===== config.mk =====
export PLATFORM = sky130hd
export DESIGN_NAME = rgb_pixel_framer
export DESIGN_NICKNAME = d
export VERILOG_FILES = /design/src/rtl/pixel_pkg.sv /design/src/rtl/sync_fifo_fwft.sv /design/src/rtl/rgb_pixel_framer.sv
export SDC_FILE = /design/constraint.sdc
export NUM_CORES = 1
export LEC_CHECK = 0
export BUFFER_PORTS_ARGS = -buffer_cell sky130_fd_sc_hd__buf_2
export CAP_MARGIN = 0
export CORE_ASPECT_RATIO = 1.1
export CORE_MARGIN = 2
export CORE_UTILIZATION = 50
export CTS_BUF_LIST = sky130_fd_sc_hd__clkbuf_16
export DETAILED_ROUTE_END_ITERATION = 10
export GPL_ROUTABILITY_DRIVEN = 0
export PLACE_DENSITY = 0.66
export SLEW_MARGIN = 30
export SYNTH_ARGS = -nofsm -noshare
export SYNTH_HDL_FRONTEND = slang
export SYNTH_SLANG_ARGS = --single-unit

===== constraint.sdc =====
create_clock -name i_clk -period 5.5 [get_ports i_clk]
set_input_delay 0.825 -clock i_clk [delete_from_list [all_inputs] [get_ports i_clk]]
set_output_delay 0.825 -clock i_clk [all_outputs]
set_load 0.02 [all_outputs]

===== src/rtl/pixel_pkg.sv =====
// pixel_pkg: shared pixel types for the RGB16 ingest path.
//   rgb24_t     - packed {R,G,B} bytes
//   pix_entry_t - one buffered pixel: colour, coordinates and frame flags
//   expand565   - widens zero-padded 5/6/5-bit channels to full 8-bit range
package pixel_pkg;

   // Coordinates are stored at a fixed width so the entry type does not
   // depend on the frame geometry; users keep X_W/Y_W <= COORD_W.
   localparam int COORD_W = 16;

   typedef struct packed {
      logic [7:0] r;
      logic [7:0] g;
      logic [7:0] b;
   } rgb24_t;

   typedef struct packed {
      rgb24_t             rgb;
      logic [COORD_W-1:0] x;
      logic [COORD_W-1:0] y;
      logic               sof;
      logic               eol;
      logic               eof;
   } pix_entry_t;

   // MSB replication maps full-scale 5/6-bit codes to 0xFF and zero to 0x00.
   function automatic rgb24_t expand565(input rgb24_t c);
      rgb24_t e;
      e.r = {c.r[7:3], c.r[7:5]};
      e.g = {c.g[7:2], c.g[7:6]};
      e.b = {c.b[7:3], c.b[7:5]};
      return e;
   endfunction

endpackage


===== src/rtl/sync_fifo_fwft.sv =====
// sync_fifo_fwft: single-clock first-word-fall-through FIFO.
//   push/din/full  - write side; a push into a full FIFO is accepted only
//                    when a pop happens in the same cycle
//   pop/dout/empty - read side; dout shows the head entry whenever !empty
//   level          - registered occupancy, equals DEPTH when full
module sync_fifo_fwft #(
   parameter int W     = 8,
   parameter int DEPTH = 16
) (
   input  logic                     i_clk,
   input  logic                     i_rst_n,
   input  logic                     push,
   input  logic [W-1:0]             din,
   output logic                     full,
   input  logic                     pop,
   output logic [W-1:0]             dout,
   output logic                     empty,
   output logic [$clog2(DEPTH):0]   level
);

   localparam int AW = $clog2(DEPTH);

   logic [W-1:0] mem [DEPTH];
   // Extra MSB on each pointer separates full from empty at equal addresses.
   logic [AW:0]  wr_ptr, rd_ptr;
   logic         do_push, do_pop;

   assign empty   = (wr_ptr == rd_ptr);
   assign full    = (wr_ptr[AW] != rd_ptr[AW]) && (wr_ptr[AW-1:0] == rd_ptr[AW-1:0]);
   assign do_pop  = pop && !empty;
   assign do_push = push && (!full || do_pop);
   assign dout    = mem[rd_ptr[AW-1:0]];

   always_ff @(posedge i_clk) begin
      if (do_push) mem[wr_ptr[AW-1:0]] <= din;
   end

   always_ff @(posedge i_clk or negedge i_rst_n) begin
      if (!i_rst_n) begin
         wr_ptr <= '0;
         rd_ptr <= '0;
         level  <= '0;
      end else begin
         if (do_push) wr_ptr <= wr_ptr + 1'b1;
         if (do_pop)  rd_ptr <= rd_ptr + 1'b1;
         case ({do_push, do_pop})
            2'b10:   level <= level + 1'b1;
            2'b01:   level <= level - 1'b1;
            default: level <= level;
         endcase
      end
   end

endmodule


===== src/rtl/rgb_pixel_framer.sv =====
// rgb_pixel_framer: tags parser pixels with frame coordinates/flags, optionally
// expands RGB565 channels to 8 bits, and buffers them towards the dehazer.
//   i_valid, i_channel_R/G/B - pixel strobe from the parser (no back-pressure)
//   i_sync                   - restart geometry; next pixel is (0,0)
//   i_clr_ovf                - clears the sticky o_overflow
//   o_valid/i_ready          - FWFT output handshake
//   o_data,o_x,o_y,o_sof,o_eol,o_eof - head pixel (all zero while empty)
//   o_overflow, o_frame_cnt, o_level - status
module rgb_pixel_framer
   import pixel_pkg::*;
#(
   parameter int WIDTH  = 640,
   parameter int HEIGHT = 480,
   parameter int X_W    = 11,
   parameter int Y_W    = 10,
   parameter int DEPTH  = 16,
   parameter int EXPAND = 1
) (
   input  logic                       i_clk,
   input  logic                       i_rst_n,
   input  logic                       i_sync,
   input  logic                       i_clr_ovf,
   input  logic                       i_valid,
   input  logic [7:0]                 i_channel_R,
   input  logic [7:0]                 i_channel_G,
   input  logic [7:0]                 i_channel_B,
   output logic                       o_valid,
   input  logic                       i_ready,
   output logic [23:0]                o_data,
   output logic [X_W-1:0]             o_x,
   output logic [Y_W-1:0]             o_y,
   output logic                       o_sof,
   output logic                       o_eol,
   output logic                       o_eof,
   output logic                       o_overflow,
   output logic [7:0]                 o_frame_cnt,
   output logic [$clog2(DEPTH):0]     o_level
);

   logic [X_W-1:0] x_q, tag_x;
   logic [Y_W-1:0] y_q, tag_y;
   logic           x_last, y_last;
   logic           full, empty, drop;
   rgb24_t         rgb_in, rgb_px;
   pix_entry_t     entry, head;

   // A sync arriving with a pixel retags that pixel as the frame origin.
   assign tag_x  = i_sync ? '0 : x_q;
   assign tag_y  = i_sync ? '0 : y_q;
   assign x_last = (tag_x == X_W'(WIDTH - 1));
   assign y_last = (tag_y == Y_W'(HEIGHT - 1));

   assign rgb_in = '{r: i_channel_R, g: i_channel_G, b: i_channel_B};
   assign rgb_px = (EXPAND != 0) ? expand565(rgb_in) : rgb_in;

   always_comb begin
      entry     = '0;
      entry.rgb = rgb_px;
      entry.x   = COORD_W'(tag_x);
      entry.y   = COORD_W'(tag_y);
      entry.sof = (tag_x == '0) && (tag_y == '0);
      entry.eol = x_last;
      entry.eof = x_last && y_last;
   end

   // Geometry advances on every strobe, dropped or not, so later pixels keep
   // their true positions after an overflow.
   always_ff @(posedge i_clk or negedge i_rst_n) begin
      if (!i_rst_n) begin
         x_q         <= '0;
         y_q         <= '0;
         o_frame_cnt <= '0;
      end else if (i_valid) begin
         if (!x_last) begin
            x_q <= tag_x + 1'b1;
            y_q <= tag_y;
         end else begin
            x_q <= '0;
            if (y_last) begin
               y_q         <= '0;
               o_frame_cnt <= o_frame_cnt + 1'b1;
            end else begin
               y_q <= tag_y + 1'b1;
            end
         end
      end else if (i_sync) begin
         x_q <= '0;
         y_q <= '0;
      end
   end

   // Full implies non-empty, so a ready downstream always frees a slot.
   assign drop = i_valid && full && !i_ready;

   always_ff @(posedge i_clk or negedge i_rst_n) begin
      if (!i_rst_n)       o_overflow <= 1'b0;
      else if (drop)      o_overflow <= 1'b1;
      else if (i_clr_ovf) o_overflow <= 1'b0;
   end

   sync_fifo_fwft #(
      .W     ($bits(pix_entry_t)),
      .DEPTH (DEPTH)
   ) u_fifo (
      .i_clk   (i_clk),
      .i_rst_n (i_rst_n),
      .push    (i_valid),
      .din     (entry),
      .full    (full),
      .pop     (i_ready),
      .dout    (head),
      .empty   (empty),
      .level   (o_level)
   );

   // Storage is not reset; mask the head so outputs read zero while empty.
   assign o_valid = !empty;
   assign o_data  = empty ? '0 : head.rgb;
   assign o_x     = empty ? '0 : head.x[X_W-1:0];
   assign o_y     = empty ? '0 : head.y[Y_W-1:0];
   assign o_sof   = !empty && head.sof;
   assign o_eol   = !empty && head.eol;
   assign o_eof   = !empty && head.eof;

   logic unused_coord_bits;
   assign unused_coord_bits = ^{head.x, head.y};

endmodule


Yosys cells after proc, flatten, opt, wreduce, memory -nomap -nowiden
Memory sizes are Yosys's and may differ from the RTL's. Cells that the tools add are included.

Mux-type cells: 15. Reductions and logical operators: 19. Add/sub/neg operators: 7. Eq/ne operators: 7.

Operator list (count): two-way mux 10 bit (5); two-way mux 11 bit (4); two-way mux 24 bit (1); adder 5 x 1 -> 5 bit, second input constant (3); adder 11 x 1 -> 11 bit, second input constant (1); equality test 11 x 10 -> 1 bit, second input constant (1); zero test 11 bit (1); adder 10 x 1 -> 10 bit, second input constant (1); equality test 10 x 9 -> 1 bit, second input constant (1); logical AND 1 bit (10); zero test 10 bit (1); case mux 5 bit (2 select lines) (1); adder 8 x 1 -> 8 bit, second input constant (1); equality test 5 bit (1); subtractor 5 x 1 -> 5 bit, second input constant (1); equality test 4 bit (1); two-way mux 1 bit (4); nonzero test 2 bit (2); zero test 1 bit (3); AND reduction 3 bit (1); equality test 2 x 1 -> 1 bit, second input constant (1); equality test 2 bit, second input constant (1); logical OR 1 bit (1); != test 1 bit (1).

Output and inout bits: 63. Register bits after elaboration: 45. Memory bits (writable): 768. Memories kept: 1.

Memories: u_fifo.mem (words 16, bits a word 48, read ports 1, clocked after Yosys merged registers in 0, wr ports 1, RTL line sync_fifo_fwft.sv:23) `logic [W-1:0] mem [DEPTH];`.

Logic depth before layout (Yosys ltp)
Word-level depth: 7. Gate-level depth with buffers: 14. Mapped depth without buffers: 11.

Cells and area by module
A second synthesis with hierarchy kept.

Cells, all modules: 1840. Area, all modules: 38904.8 sq um.

Modules (own cells, without submodules): sync_fifo_fwft (cells an instance 1599, sequential area each 28722.5 sq um, times used 1, area each 36811.6 sq um); rgb_pixel_framer (cells an instance 241, sequential area each 750.7 sq um, times used 1, area each 2093.3 sq um).

Least setup slack after synthesis
No wires, ideal clock.

Kind: in2reg. From: in i_valid. To: mem u_fifo.mem[3][0] (netlist name) (enable). Library setup time: 487 ps. Path slack: 905 ps. Buffers on the path: 2. Stages: 5. Arrival: 4108 ps. Cell sequence: buf_2 -> o31a_1 -> buf_2 -> nand2_1 -> nor3_1.

Word-level cells in the longest chain between the ends: 3.

RTL lines: from (decl) (RTL line rgb_pixel_framer.sv:23) `input logic i_valid,`; logical AND 1 bit (RTL line sync_fifo_fwft.sv:31) `assign do_push = push && (!full || do_pop);`; two-way mux 1 bit (RTL line sync_fifo_fwft.sv:35) `if (do_push) mem[wr_ptr[AW-1:0]] <= din;`; two-way mux 1 bit (not written as such) (RTL line sync_fifo_fwft.sv:35); to (decl) (RTL line sync_fifo_fwft.sv:23).

Every way passes these cells.

Final worst setup path
From: reg u_fifo.rd_ptr[1]. To: out o_y[0].

Word-level cells in the longest chain between the ends: 2.

RTL lines: from (decl) (RTL line sync_fifo_fwft.sv:25) `logic [AW:0] wr_ptr, rd_ptr;`; from (signal assigned) (RTL line sync_fifo_fwft.sv:45) `if (do_pop) rd_ptr <= rd_ptr + 1'b1;`; memory read (16 x 48 bit) or equality test 5 bit (tied branches); two-way mux 10 bit (*) (RTL line rgb_pixel_framer.sv:120) `assign o_y = empty ? '0 : head.y[Y_W-1:0];`; to (decl) (RTL line rgb_pixel_framer.sv:31) `output logic [Y_W-1:0] o_y,`.

Mark *: on every way between the ends. The rest lies on a longest branch, timed or not.

==> results_dict.tcl <==
set metrics [dict create \
    status "finished, final reports clean" \
    vias_per_cell 6.074 \
    maxCapViolCount 0 \
    synth_edf_count 640 \
    cts_resized 0 \
    synth_ff_type "edfxtp_1" \
    grt_pass1_wl_um 83970 \
    core_um2 52630 \
    crit_type "reg -> out" \
    final_cell_mix "edfxtp_1 (640), mux4_2 (160), buf_2 (83), a22oi_1 (81), clkbuf_16 (70)" \
    drtPass1Iterations 5 \
    antenna_found_initial 2 \
    syn_avg_cell_area_um2 21.06 \
    period_needed_ns 4.179 \
    yosysTopAreaCellShare_pct 72.07 \
    die_h_um 246.2 \
    worst_ir_drop_vdd_mv 0.3129 \
    grt_pass1_vias 13190 \
    yosysWarningCount 0 \
    synthToLayoutAreaGrowth_pct 12.91 \
    worst_slew_pin_slew_ns 0.9552 \
    clock_latency_ns 0.60 \
    hp-class "in -> async" \
    drtAntennaViolNets 0 \
    hold_violations 0 \
    max_freq_mhz 239.3 \
    drtIter0Drc 1217 \
    cts_buffers 68 \
    place_worst_setup_slack_ns 1.728 \
    r2r_start "u_fifo.rd_ptr[0]$_DFFE_PN0P_" \
    setup_tns_ns 0 \
    yosysSeqAreaShare_pct 76.30 \
    slew_viol_final 0 \
    final_area_um2 30110 \
    synthDistinctLibCells 43 \
    finClkSkew_ns 0.02068 \
    slew_headroom_pct 36.32 \
    yosys-top-cells-area "edfxtp_1 (72%), mux4_2 (14%), dfrtp_1 (4.2%)" \
    dpl_cell_area_um2 27930 \
    finalCoreUtilization_pct 57.21 \
    power_density_nw_per_um2 516.3 \
    postCtsHoldBufs 0 \
    whs_ns 0.2373 \
    syn-num-nets 1310 \
    path_max_fanout 22 \
    yosysTopAreaCell "edfxtp_1" \
    setup_viol 0 \
    portBuffers 84 \
    cts_root_buffer "clkbuf_16" \
    routed_wl_um 56260 \
    cp_data_required_time_ns 4.68 \
    cts_max_level 3 \
    cts_tree "built" \
    clkTransAtPathRegs_ns 0.06 \
    synth_async_sr_flop_share_pct 6.569 \
    gr-total-overflow 0 \
    r2r_cells 11 \
    drc 0 \
    dp_hpwl_um 30220 \
    synth_seq_cells 685 \
    drive_gt1_share_pct 29.43 \
    n_fill_cell 3823 \
    die_area_um2 55200 \
    rsz0062_at_grt "false" \
    worstPathArrival_ns 3.35 \
    r2r_slack_ns 1.96 \
    die_x_um 224.2 \
    num_rows 88 \
    final_common_cell "edfxtp_1" \
    syn-cell-area_um2 26670 \
    leakagePower_uw 0.01033 \
    io_pins 93 \
    critPathLaunch "u_fifo.rd_ptr[1]$_DFFE_PN0P_" \
    clock-sinks 685 \
    synthCells 1266 \
    grt_max_degree 99 \
    endpoint_kind "output pin" \
    post_cts_buffers 0 \
    critPathLaunchType "flop" \
    vias 12770 \
    grt_use_total_pct 20.91 \
    post-route-worst-setup-slack_ns 1.321 \
    cts.path.max_buffers 3 \
    start_util_pct 50.67 \
    period_share_pct 75.99 \
    diodes 0 \
    wl_per_cell_um 26.76 \
    fin_nets 1422 \
]
==> cell usage after synthesis, drive strengths merged, types with 4 or more instances <==
cell type and count:
nor2 15, xor2 18, edfxtp 640, nand3 12
nand2 17, dfrtp 45, ha 14, nor3b 4
and2 6, xnor2 22, a21oi 45, buf 47
and3 23, o21ai 11, inv 13, a22oi 81
nor3 8, nand4 13, clkbuf 31, nor2b 20
mux4 160
==> state kept, by name, indices dropped and copies added (netlist names) <==
register,count
o_overflow,1
u_fifo.level,5
o_frame_cnt,8
u_fifo.rd_ptr,5
u_fifo.mem,640
x_q,11
u_fifo.wr_ptr,5
y_q,10
==> layout make-up <==
type,instances,area [um^2],area share [%]
Sequential cell,685,20350,67.59
Clock inverter,49,409.1,1.359
Multi-Input combinational cell,490,5932,19.70
Inverter,13,48.80,0.1621
Clock buffer,70,1752,5.818
Tap cell,675,844.6,2.805
Timing Repair Buffer,120,770.7,2.560
==> path summary, 6_finish.rpt <==
path | to
setup / recovery | o_y[0]
hold reg to reg | o_frame_cnt[7]$_DFFE_PN0P_
min in group i_clk | o_frame_cnt[7]$_DFFE_PN0P_
max in group asynchronous | u_fifo.rd_ptr[2]$_DFFE_PN0P_
hold / removal | o_frame_cnt[2]$_DFFE_PN0P_
setup reg to reg | u_fifo.level[4]$_DFFE_PN0P_
==> report_power, final <==
part           internal [uW]  leakage, uW  switching, uW  total (uW)
clock                   2600      0.00111           1900        4500
sequential              6170      0.00669            276        6450
combinational           1880      0.00253           2720        4600
total                  10700       0.0103           4890       15500
==> kinds of logic after synthesis <==
| logic type | Yosys count | synth area share, % |
|---|---|---|
| AOI/OAI and AO/OA | 147 | 3.608 |
| xor gates and xnor gates | 40 | 1.314 |
| adders and majority gates | 14 | 0.6569 |
| buffers and inverters | 91 | 1.811 |
| DFF | 685 | 76.30 |
| muxes | 163 | 13.64 |
| and+or+nand+nor | 126 | 2.675 |
==> critical path, cell delays in order (launching register included) <==
cell	delay, ns
dfrtp_1	0.60
nor2b_4	0.83
buf_4	0.50
a22oi_1	0.15
a21oi_1	0.41
buf_2	0.25
==> metal layers <==
| layer | part of all wire, % | track usage [%] | vias to the layer above |
|---|---|---|---|
| met5 | 0.050 | 0 | - |
| li1 | - | - | 5482 |
| met1 | 43 | 29.35 | 6848 |
| met4 | 1.6 | 5.902 | 4 |
| met3 | 5.6 | 3.542 | 66 |
| met2 | 50 | 34.30 | 368 |
==> per-stage QoR <==
step / std cells / power, uW
2_1_floorplan: 1266 / 9799
3_3_place_gp: 1981 / 11120
3_5_place_dp: 1983 / 11230
4_1_cts: 2102 / 15730
5_1_grt: 2102 / 16220
6_report: 2102 / 15550
Power figures use the tool's default switching activity.
